**src/rtl/mem_access_unit.sv**
```systemverilog
// Load/store unit: one-entry request buffer, SRAM-like request/response port, in-order pending FIFO.
// Latency: SRAM request from the cycle after acceptance; response in the same cycle as sram_data_ok.
// Backpressure: req_ready only while the buffer is empty; SRAM request held until the pending FIFO has room.
//
// Ports:
//   clk, reset             single clock, synchronous active-high reset
//   req_*                  pipeline request (op = {we, unsigned, size[1:0]}), valid/ready handshake
//   sram_*                 SRAM-like request (held until sram_addr_ok) and data return (sram_data_ok)
//   resp_*                 one-cycle response pulse with aligned and extended load data
//   ale_valid, ale_addr    one-cycle misaligned-access pulse
//   proto_err              sticky: data returned with nothing outstanding
module mem_access_unit #(
    parameter int DATA_W  = 32,
    parameter int MAX_OUT = 2
) (
    input  logic                clk,
    input  logic                reset,
    input  logic                req_valid,
    output logic                req_ready,
    input  logic [3:0]          req_op,
    input  logic [31:0]         req_addr,
    input  logic [DATA_W-1:0]   req_wdata,
    input  logic [4:0]          req_rd,
    output logic                sram_req,
    output logic                sram_wr,
    output logic [1:0]          sram_size,
    output logic [31:0]         sram_addr,
    output logic [DATA_W/8-1:0] sram_wstrb,
    output logic [DATA_W-1:0]   sram_wdata,
    input  logic                sram_addr_ok,
    input  logic                sram_data_ok,
    input  logic [DATA_W-1:0]   sram_rdata,
    output logic                resp_valid,
    output logic [DATA_W-1:0]   resp_rdata,
    output logic [4:0]          resp_rd,
    output logic                resp_is_ld,
    output logic                ale_valid,
    output logic [31:0]         ale_addr,
    output logic                proto_err
);

    localparam int NB    = DATA_W / 8;
    localparam int OFF_W = $clog2(NB);
    localparam int PTR_W = (MAX_OUT > 1) ? $clog2(MAX_OUT) : 1;
    localparam int CNT_W = $clog2(MAX_OUT + 1);
    localparam logic [CNT_W-1:0] MAX_CNT = CNT_W'(MAX_OUT);
    localparam logic [PTR_W-1:0] LAST_PTR = PTR_W'(MAX_OUT - 1);

    // What the response path needs to remember about an issued access.
    typedef struct packed {
        logic             is_ld;
        logic             uns;
        logic [1:0]       size;
        logic [OFF_W-1:0] off;
        logic [4:0]       rd;
    } pend_t;

    // Request buffer
    logic              buf_vld;
    logic [3:0]        buf_op;
    logic [31:0]       buf_addr;
    logic [DATA_W-1:0] buf_wdata;
    logic [4:0]        buf_rd;

    // Pending FIFO
    pend_t             pend_mem [MAX_OUT];
    logic [PTR_W-1:0]  wr_ptr;
    logic [PTR_W-1:0]  rd_ptr;
    logic [CNT_W-1:0]  cnt;

    logic              accept;
    logic              mis;
    logic              issue;
    logic              pop;
    pend_t             head;
    pend_t             new_ent;
    logic [DATA_W-1:0] lane;
    logic [OFF_W-1:0]  buf_off;

    function automatic logic misaligned(input logic [1:0] size, input logic [2:0] a);
        case (size)
            2'd0:    return 1'b0;
            2'd1:    return a[0];
            2'd2:    return |a[1:0];
            default: return |a[2:0];
        endcase
    endfunction

    function automatic logic [PTR_W-1:0] ptr_inc(input logic [PTR_W-1:0] p);
        if (p == LAST_PTR) return '0;
        return p + PTR_W'(1);
    endfunction

    // No bypass: a new request is taken only when the buffer is already empty.
    assign req_ready = !buf_vld && !reset;
    assign accept    = req_valid && req_ready;
    assign mis       = misaligned(req_op[1:0], req_addr[2:0]);

    assign sram_req  = buf_vld && (cnt < MAX_CNT);
    assign issue     = sram_req && sram_addr_ok;
    assign pop       = sram_data_ok && (cnt != '0);

    assign sram_wr   = buf_op[3];
    assign sram_size = buf_op[1:0];
    assign sram_addr = buf_addr;
    assign buf_off   = buf_addr[OFF_W-1:0];

    always_comb begin
        sram_wstrb = '0;
        if (buf_op[3]) begin
            case (buf_op[1:0])
                2'd0:    sram_wstrb = NB'(1) << buf_off;
                2'd1:    sram_wstrb = NB'(3) << buf_off;
                2'd2:    sram_wstrb = NB'(15) << buf_off;
                default: sram_wstrb = '1;
            endcase
        end
    end

    // Replicating the store data means the SRAM sees it on whichever lane the strobes select.
    always_comb begin
        sram_wdata = buf_wdata;
        case (buf_op[1:0])
            2'd0:    sram_wdata = {NB{buf_wdata[7:0]}};
            2'd1:    sram_wdata = {(NB / 2){buf_wdata[15:0]}};
            2'd2:    sram_wdata = {(DATA_W / 32){buf_wdata[31:0]}};
            default: sram_wdata = buf_wdata;
        endcase
    end

    assign new_ent = '{is_ld: !buf_op[3], uns: buf_op[2], size: buf_op[1:0],
                       off: buf_off, rd: buf_rd};

    always_ff @(posedge clk) begin
        if (reset) begin
            buf_vld   <= 1'b0;
            buf_op    <= '0;
            buf_addr  <= '0;
            buf_wdata <= '0;
            buf_rd    <= '0;
            ale_valid <= 1'b0;
            ale_addr  <= '0;
            wr_ptr    <= '0;
            rd_ptr    <= '0;
            cnt       <= '0;
            proto_err <= 1'b0;
        end else begin
            ale_valid <= accept && mis;
            if (accept) ale_addr <= req_addr;

            if (accept && !mis) begin
                buf_vld   <= 1'b1;
                buf_op    <= req_op;
                buf_addr  <= req_addr;
                buf_wdata <= req_wdata;
                buf_rd    <= req_rd;
            end else if (issue) begin
                buf_vld <= 1'b0;
            end

            if (issue) wr_ptr <= ptr_inc(wr_ptr);
            if (pop)   rd_ptr <= ptr_inc(rd_ptr);
            case ({issue, pop})
                2'b10:   cnt <= cnt + CNT_W'(1);
                2'b01:   cnt <= cnt - CNT_W'(1);
                default: cnt <= cnt;
            endcase

            if (sram_data_ok && (cnt == '0)) proto_err <= 1'b1;
        end
    end

    // Storage needs no reset: entries are only read while the count says they are live.
    always_ff @(posedge clk) begin
        if (issue) pend_mem[wr_ptr] <= new_ent;
    end

    assign head       = pend_mem[rd_ptr];
    assign lane       = sram_rdata >> {head.off, 3'b000};
    assign resp_valid = pop;
    assign resp_rd    = head.rd;
    assign resp_is_ld = head.is_ld;

    always_comb begin
        resp_rdata = '0;
        if (head.is_ld) begin
            case (head.size)
                2'd0: resp_rdata = head.uns ? DATA_W'(lane[7:0])  : DATA_W'($signed(lane[7:0]));
                2'd1: resp_rdata = head.uns ? DATA_W'(lane[15:0]) : DATA_W'($signed(lane[15:0]));
                2'd2: resp_rdata = head.uns ? DATA_W'(lane[31:0]) : DATA_W'($signed(lane[31:0]));
                default: resp_rdata = lane;
            endcase
        end
    end

endmodule

```
**config.mk**
```make
export PLATFORM = sky130hd
export DESIGN_NAME = mem_access_unit
export DESIGN_NICKNAME = d
export VERILOG_FILES = /design/src/rtl/mem_access_unit.sv
export SDC_FILE = /design/constraint.sdc
export NUM_CORES = 1
export LEC_CHECK = 0
export BUFFER_PORTS_ARGS = -buffer_cell sky130_fd_sc_hd__buf_2
export CAP_MARGIN = 40
export CORE_ASPECT_RATIO = 0.8
export CORE_MARGIN = 2
export CORE_UTILIZATION = 52
export DETAILED_ROUTE_END_ITERATION = 12
export HOLD_SLACK_MARGIN = 0.05
export PLACE_DENSITY_LB_ADDON = 0.08
export SLEW_MARGIN = 10
export SYNTH_ARGS = -nofsm -noshare
export SYNTH_HDL_FRONTEND = slang
export SYNTH_SLANG_ARGS = --single-unit
export TNS_END_PERCENT = 30
```
**constraint.sdc**
```tcl
create_clock -name clk -period 3.6 [get_ports clk]
set_input_delay 0.54 -clock clk [delete_from_list [all_inputs] [get_ports clk]]
set_output_delay 0.54 -clock clk [all_outputs]
set_load 0.005 [all_outputs]
```
Word-level counts from Yosys, hierarchy flattened
Memory sizes are Yosys's and may differ from the RTL's. A register that Yosys moved wholly into a read port is not among the register bits.
Cells that the tools add are included.
Cells by class
  add/subtract/negate cells: 4
  eq/ne operators: 7
  shifts and indexed selects: 4
  order comparisons: 1
  reductions and logical operators: 21
  mux-type cells: 25
Operators with widths (count)
  $pmux W32 S2: 2
  $mux W32: 3
  $shr A32 B5 Y32: 1
  $mux W1: 16
  $pmux W4 S3: 1
  $eq A2 B1 Y1 const B: 4
  $logic_and A1 B1 Y1: 8
  $logic_not A2 Y1: 4
  $eq A2 B2 Y1 const B: 3
  $reduce_bool A2 Y1: 3
  $logic_not A1 Y1: 4
  $mux W4: 1
  $pmux W2 S2: 1
  $shl A1 B2 Y4 const A: 1
  $shl A2 B2 Y4 const A: 1
  $shl A4 B2 Y4 const A: 1
  $pmux W1 S3: 1
  $reduce_or A3 Y1: 1
  $add A1 B1 Y1 const B: 2
  $add A2 B1 Y2 const B: 1
  $lt A2 B2 Y1 const B: 1
  $reduce_or A2 Y1: 1
  $sub A2 B1 Y2 const B: 1
Storage, ports and cells
  bits in writable memories: 22
  output and inout bits: 146
  input port bits: 110
  bits in registers: 112
  memories kept: 1
  word-level logic and storage cells: 74
Memories
  pend_mem: words 2, width 11, read ports 1, clocked after memory_dff 1, write ports 1, line 66  | pend_t pend_mem [MAX_OUT];

Longest topological paths before layout
  word-level depth: 7
  depth in mapped cells: 8
  gate-level depth less buffers: 6

Worst setup path before layout
Ideal clock, no wire load.
  kind: flip-flop to output port
  from: reg with a tool-made name
  to: out resp_rdata[21]
  slack: 1385 ps
  data arrival time: 1675 ps
  data required time: 3060 ps
  buffers on the path: 2
  cell stages (with the launch flop): 8
  path through: dfxtp_1 > buf_6 > mux2i_4 > mux2_4 > a2bb2oi_2 > o31ai_4 > buf_6 > a21o_1
RTL lines
  to (decl): line 34  | output logic [DATA_W-1:0] resp_rdata,

==> summary.md <==
| Metric | Value |
|---|---|
| Status | `finished, final reports clean` |
| Post-synth top area share | `37.0%` |
| Crit path required time | `3060 ps` |
| Worst-case reg-to-reg path depth | `6` |
| Crit Reg-Reg Endpoint | `buf_wdata[9]` |
| Max clock buf depth | `2` |
| Post-synth top cells | `nand2_1 (206), dfxtp_1 (113), a21oi_1 (88)` |
| Mux share of post-synthesis cell area | `6.92%` |
| Layout cell share with drive strength beyond 1 | `34.2%` |
| Post-place setup slack | `829 ps` |
| Die Footprint | `12600 sq um` |
| Ys Warns | `0` |
| Final worst setup slack | `368 ps` |
| M3 GR Usage | `7.59%` |
| Hold WC Path Type | `in -> reg` |
| Clk_lat worst skew | `410 ps` |
| TritonCTS Buffers | `17` |
| Vias in the first global route | `5575` |
| Ys async rst share | `0%` |
| # rows | `35` |
| DR DRC count | `0` |
| RSZ-0062 raised after global routing | `no` |
| Worst-Margin Slew | `721 ps` |
| First-pass GRT wire length | `27000 um` |
| Final Cycle Share | `89.8%` |
| Remaining global-route overflow | `0` |
| Via density | `5.28` |
| Wirelength per Cell | `15.4 um` |
| Min-delay src | `req_addr[10]` |
| # clock sinks | `135` |
| Die X | `125 um` |
| Fin nets | `1064` |
| Number of flops mapped to enable cells by yosys | `22` |
| GRT Max-Usage Layer | `met2` |
| CTS clock-pin slew for the worst setup and hold paths | `60 ps` |
| GRT met1 Usage | `33.3%` |
| Die H | `101 um` |
| Worst VDD drop | `0.349 mV` |
| Hold WS | `338 ps` |
| Maxcap violations | `0` |
| Register-to-Register Setup Slack | `1560 ps` |
| Initial antenna violation count | `0` |
| Synth Flop Type | `dfxtp_1` |
| Final hold vios | `0` |
| Syn Nets | `840` |
| XOR/XNOR Fraction of Synth Area | `0.430%` |
| Post-CTS Resized | `0` |
| Post-synthesis adder-cell area fraction | `1.02%` |
| Area of the multi-input gates | `2860 sq um` |
| Register Area | `2920 sq um` |
| Routability cong. | `0.852` |
| Compound-Gate Fraction of Synth Area | `17.9%` |
| Crit path DAT | `2690 ps` |
| Largest family of logic cells by synthesized area | `simple AND/OR/NAND/NOR gates` |
| CTS tree | `done` |
| Power Dens Cells | `466 nW/um^2` |
| IO Pins | `256` |
| Flops & latches, synth | `135` |
| Hold_buf cts | `0` |
| Worst r2r src | `buf_vld` |
| Initial Utilization | `53.3%` |
| Cell area after synthesis | `6110 sq um` |
| P&R area growth vs syn | `29.9%` |
| Final Max Slew Viols | `0` |
| Crit path max fanout | `25` |
| Post-DP HPWL | `12300 um` |
| Count leader, synth | `nand2_1` |
| Final setup violation count | `0` |
| Setup Skew | `12.6 ps` |
| Simple-gate share of the synthesized area | `20.4%` |
| Clock root cell | `clkbuf_16` |
| Vias | `5860` |
| Drt first pass iters | `4` |
| Ant. Diodes | `0` |
| TNS Setup | `0 ps` |
| Critical Path End | `resp_rdata[14]` |
| Synth unique cells | `41` |
| Initial DRC Count | `334` |
| Final antenna-violating net count | `0` |
| Largest net degree at the start of global routing | `66` |
| Post-CTS Setup Bufs | `0` |
| Fillers | `988` |
| Top post-synthesis cells by area | `dfxtp_1 (37%), nand2_1 (13%), edfxtp_1 (11%), a21oi_1 (7.2%), nand2b_1 (3.4%)` |
| Syn Inst Count | `725` |
| Gr usage total | `26.3%` |
| Leading area contributor after synthesis | `dfxtp_1` |
| Kind of critical path | `reg -> out` |
| Core Box Area | `11500 sq um` |
| CP startpoint kind | `flip-flop` |
| Final worst path period need | `3230 ps` |
| Fmax | `0.309 GHz` |
| Met2 Track Usage GR | `43.2%` |
| Routed wire length | `17100 um` |
| CTS H-tree depth | `4` |
| IO buf count | `255` |
| Type of destination of the critical path | `output port` |
| Average size of a mapped cell | `8.43 sq um` |
| Max-slew headroom | `51.8%` |
| Pleak | `3.63 nW` |
| Sequential area share after synthesis | `47.8%` |
## report_power, final
group | switching [mW] | total [mW] | leakage [nW] | internal, mW
sequential | 0.0451 | 1.64 | 1.10 | 1.60
combinational | 0.247 | 0.465 | 2.26 | 0.218
clock | 0.668 | 1.59 | 0.266 | 0.922
## state kept, by name, summed over array words and instances (netlist names), named ones only
name / flops
buf_vld: 1
sram_addr: 32
buf_wdata: 32
buf_rd: 5
buf_op: 4
wr_ptr: 1
pend_mem: 22
cnt: 2
rd_ptr: 1
ale_addr: 32
proto_err: 1
ale_valid: 1
## routing by layer
layer	routed length, um	vias up	part of all wire (%)
met1	7290	2764	43
li1	-	2878	-
met4	265	0	1.5
met2	8370	193	49
met3	1220	25	7.1
met5	0	-	0
## logic make-up (layout without fill, tap and decap cells)
| logic type | count (synthesis) | count (layout) |
|---|---|---|
| simple gates | 294 | 294 |
| mux | 36 | 36 |
| flops | 135 | 135 |
| fa+ha+maj | 5 | 5 |
| xor+xnor | 3 | 3 |
| compound gates | 182 | 182 |
| buf+inv | 70 | 307 |
## worst max-delay path, cell delays in order, from the launching register on
cell       delay (ps)
dfxtp_1           580
mux2i_4           290
buf_4             320
inv_1             140
nor3b_2           490
a2bb2oi_1         140
a21oi_1           180
buf_2             140
## stage by stage
stage | instance area, sq um | instances | util (%) | power (mW)
final | 7940 | 1110 | 69.2 | 3.70
after global routing | 7940 | 1110 | 69.2 | 3.85
after CTS | 7940 | 1110 | 69.2 | 3.73
after detailed placement | 7390 | 1078 | 64.4 | 2.14
after global placement | 7360 | 1075 | 64.1 | 2.12
after floorplan | 6110 | 725 | - | 1.93
## worst min-delay path by stage
stage                     end  slack (ps)  depth (start not counted)
5_1_grt          ale_addr[29]         340                          3
3_5_place_dp    sram_addr[31]         450                          2
4_1_cts          ale_addr[10]         330                          3
6_report         ale_addr[10]         340                          3
3_3_place_gp   pend_mem[0][1]         430                          0
2_1_floorplan  pend_mem[0][0]         430                          0
## placed cells by master (no fill, tap or decap), types with 3 or more instances in the layout
| cell | count |
|---|---|
| a211oi_1 | 7 |
| a21o_1 | 17 |
| a21oi_1 | 88 |
| a22o_1 | 8 |
| a22oi_1 | 8 |
| a2bb2oi_1 | 7 |
| a32oi_1 | 3 |
| buf_2 | 254 |
| buf_4 | 12 |
| clkbuf_16 | 17 |
| clkinv_2 | 3 |
| clkinv_4 | 3 |
| clkinvlp_4 | 3 |
| dfxtp_1 | 113 |
| edfxtp_1 | 22 |
| ha_1 | 5 |
| inv_1 | 7 |
| inv_6 | 3 |
| mux2_2 | 16 |
| mux2i_1 | 16 |
| mux2i_4 | 3 |
| nand2_1 | 205 |
| nand2b_1 | 33 |
| nor2_1 | 37 |
| nor2b_1 | 4 |
| o21ai_0 | 38 |
| or2_2 | 3 |
## layout make-up
class                           count  area share, %
Sequential cell                   135           36.8
Multi-Input combinational cell    520           36.0
Timing Repair Buffer              268           17.6
Clock buffer                       19           5.70
Tap cell                          148           2.33
Clock inverter                     13           1.21
Inverter                            7          0.331
No activity file was read; power rests on OpenSTA's default activity.
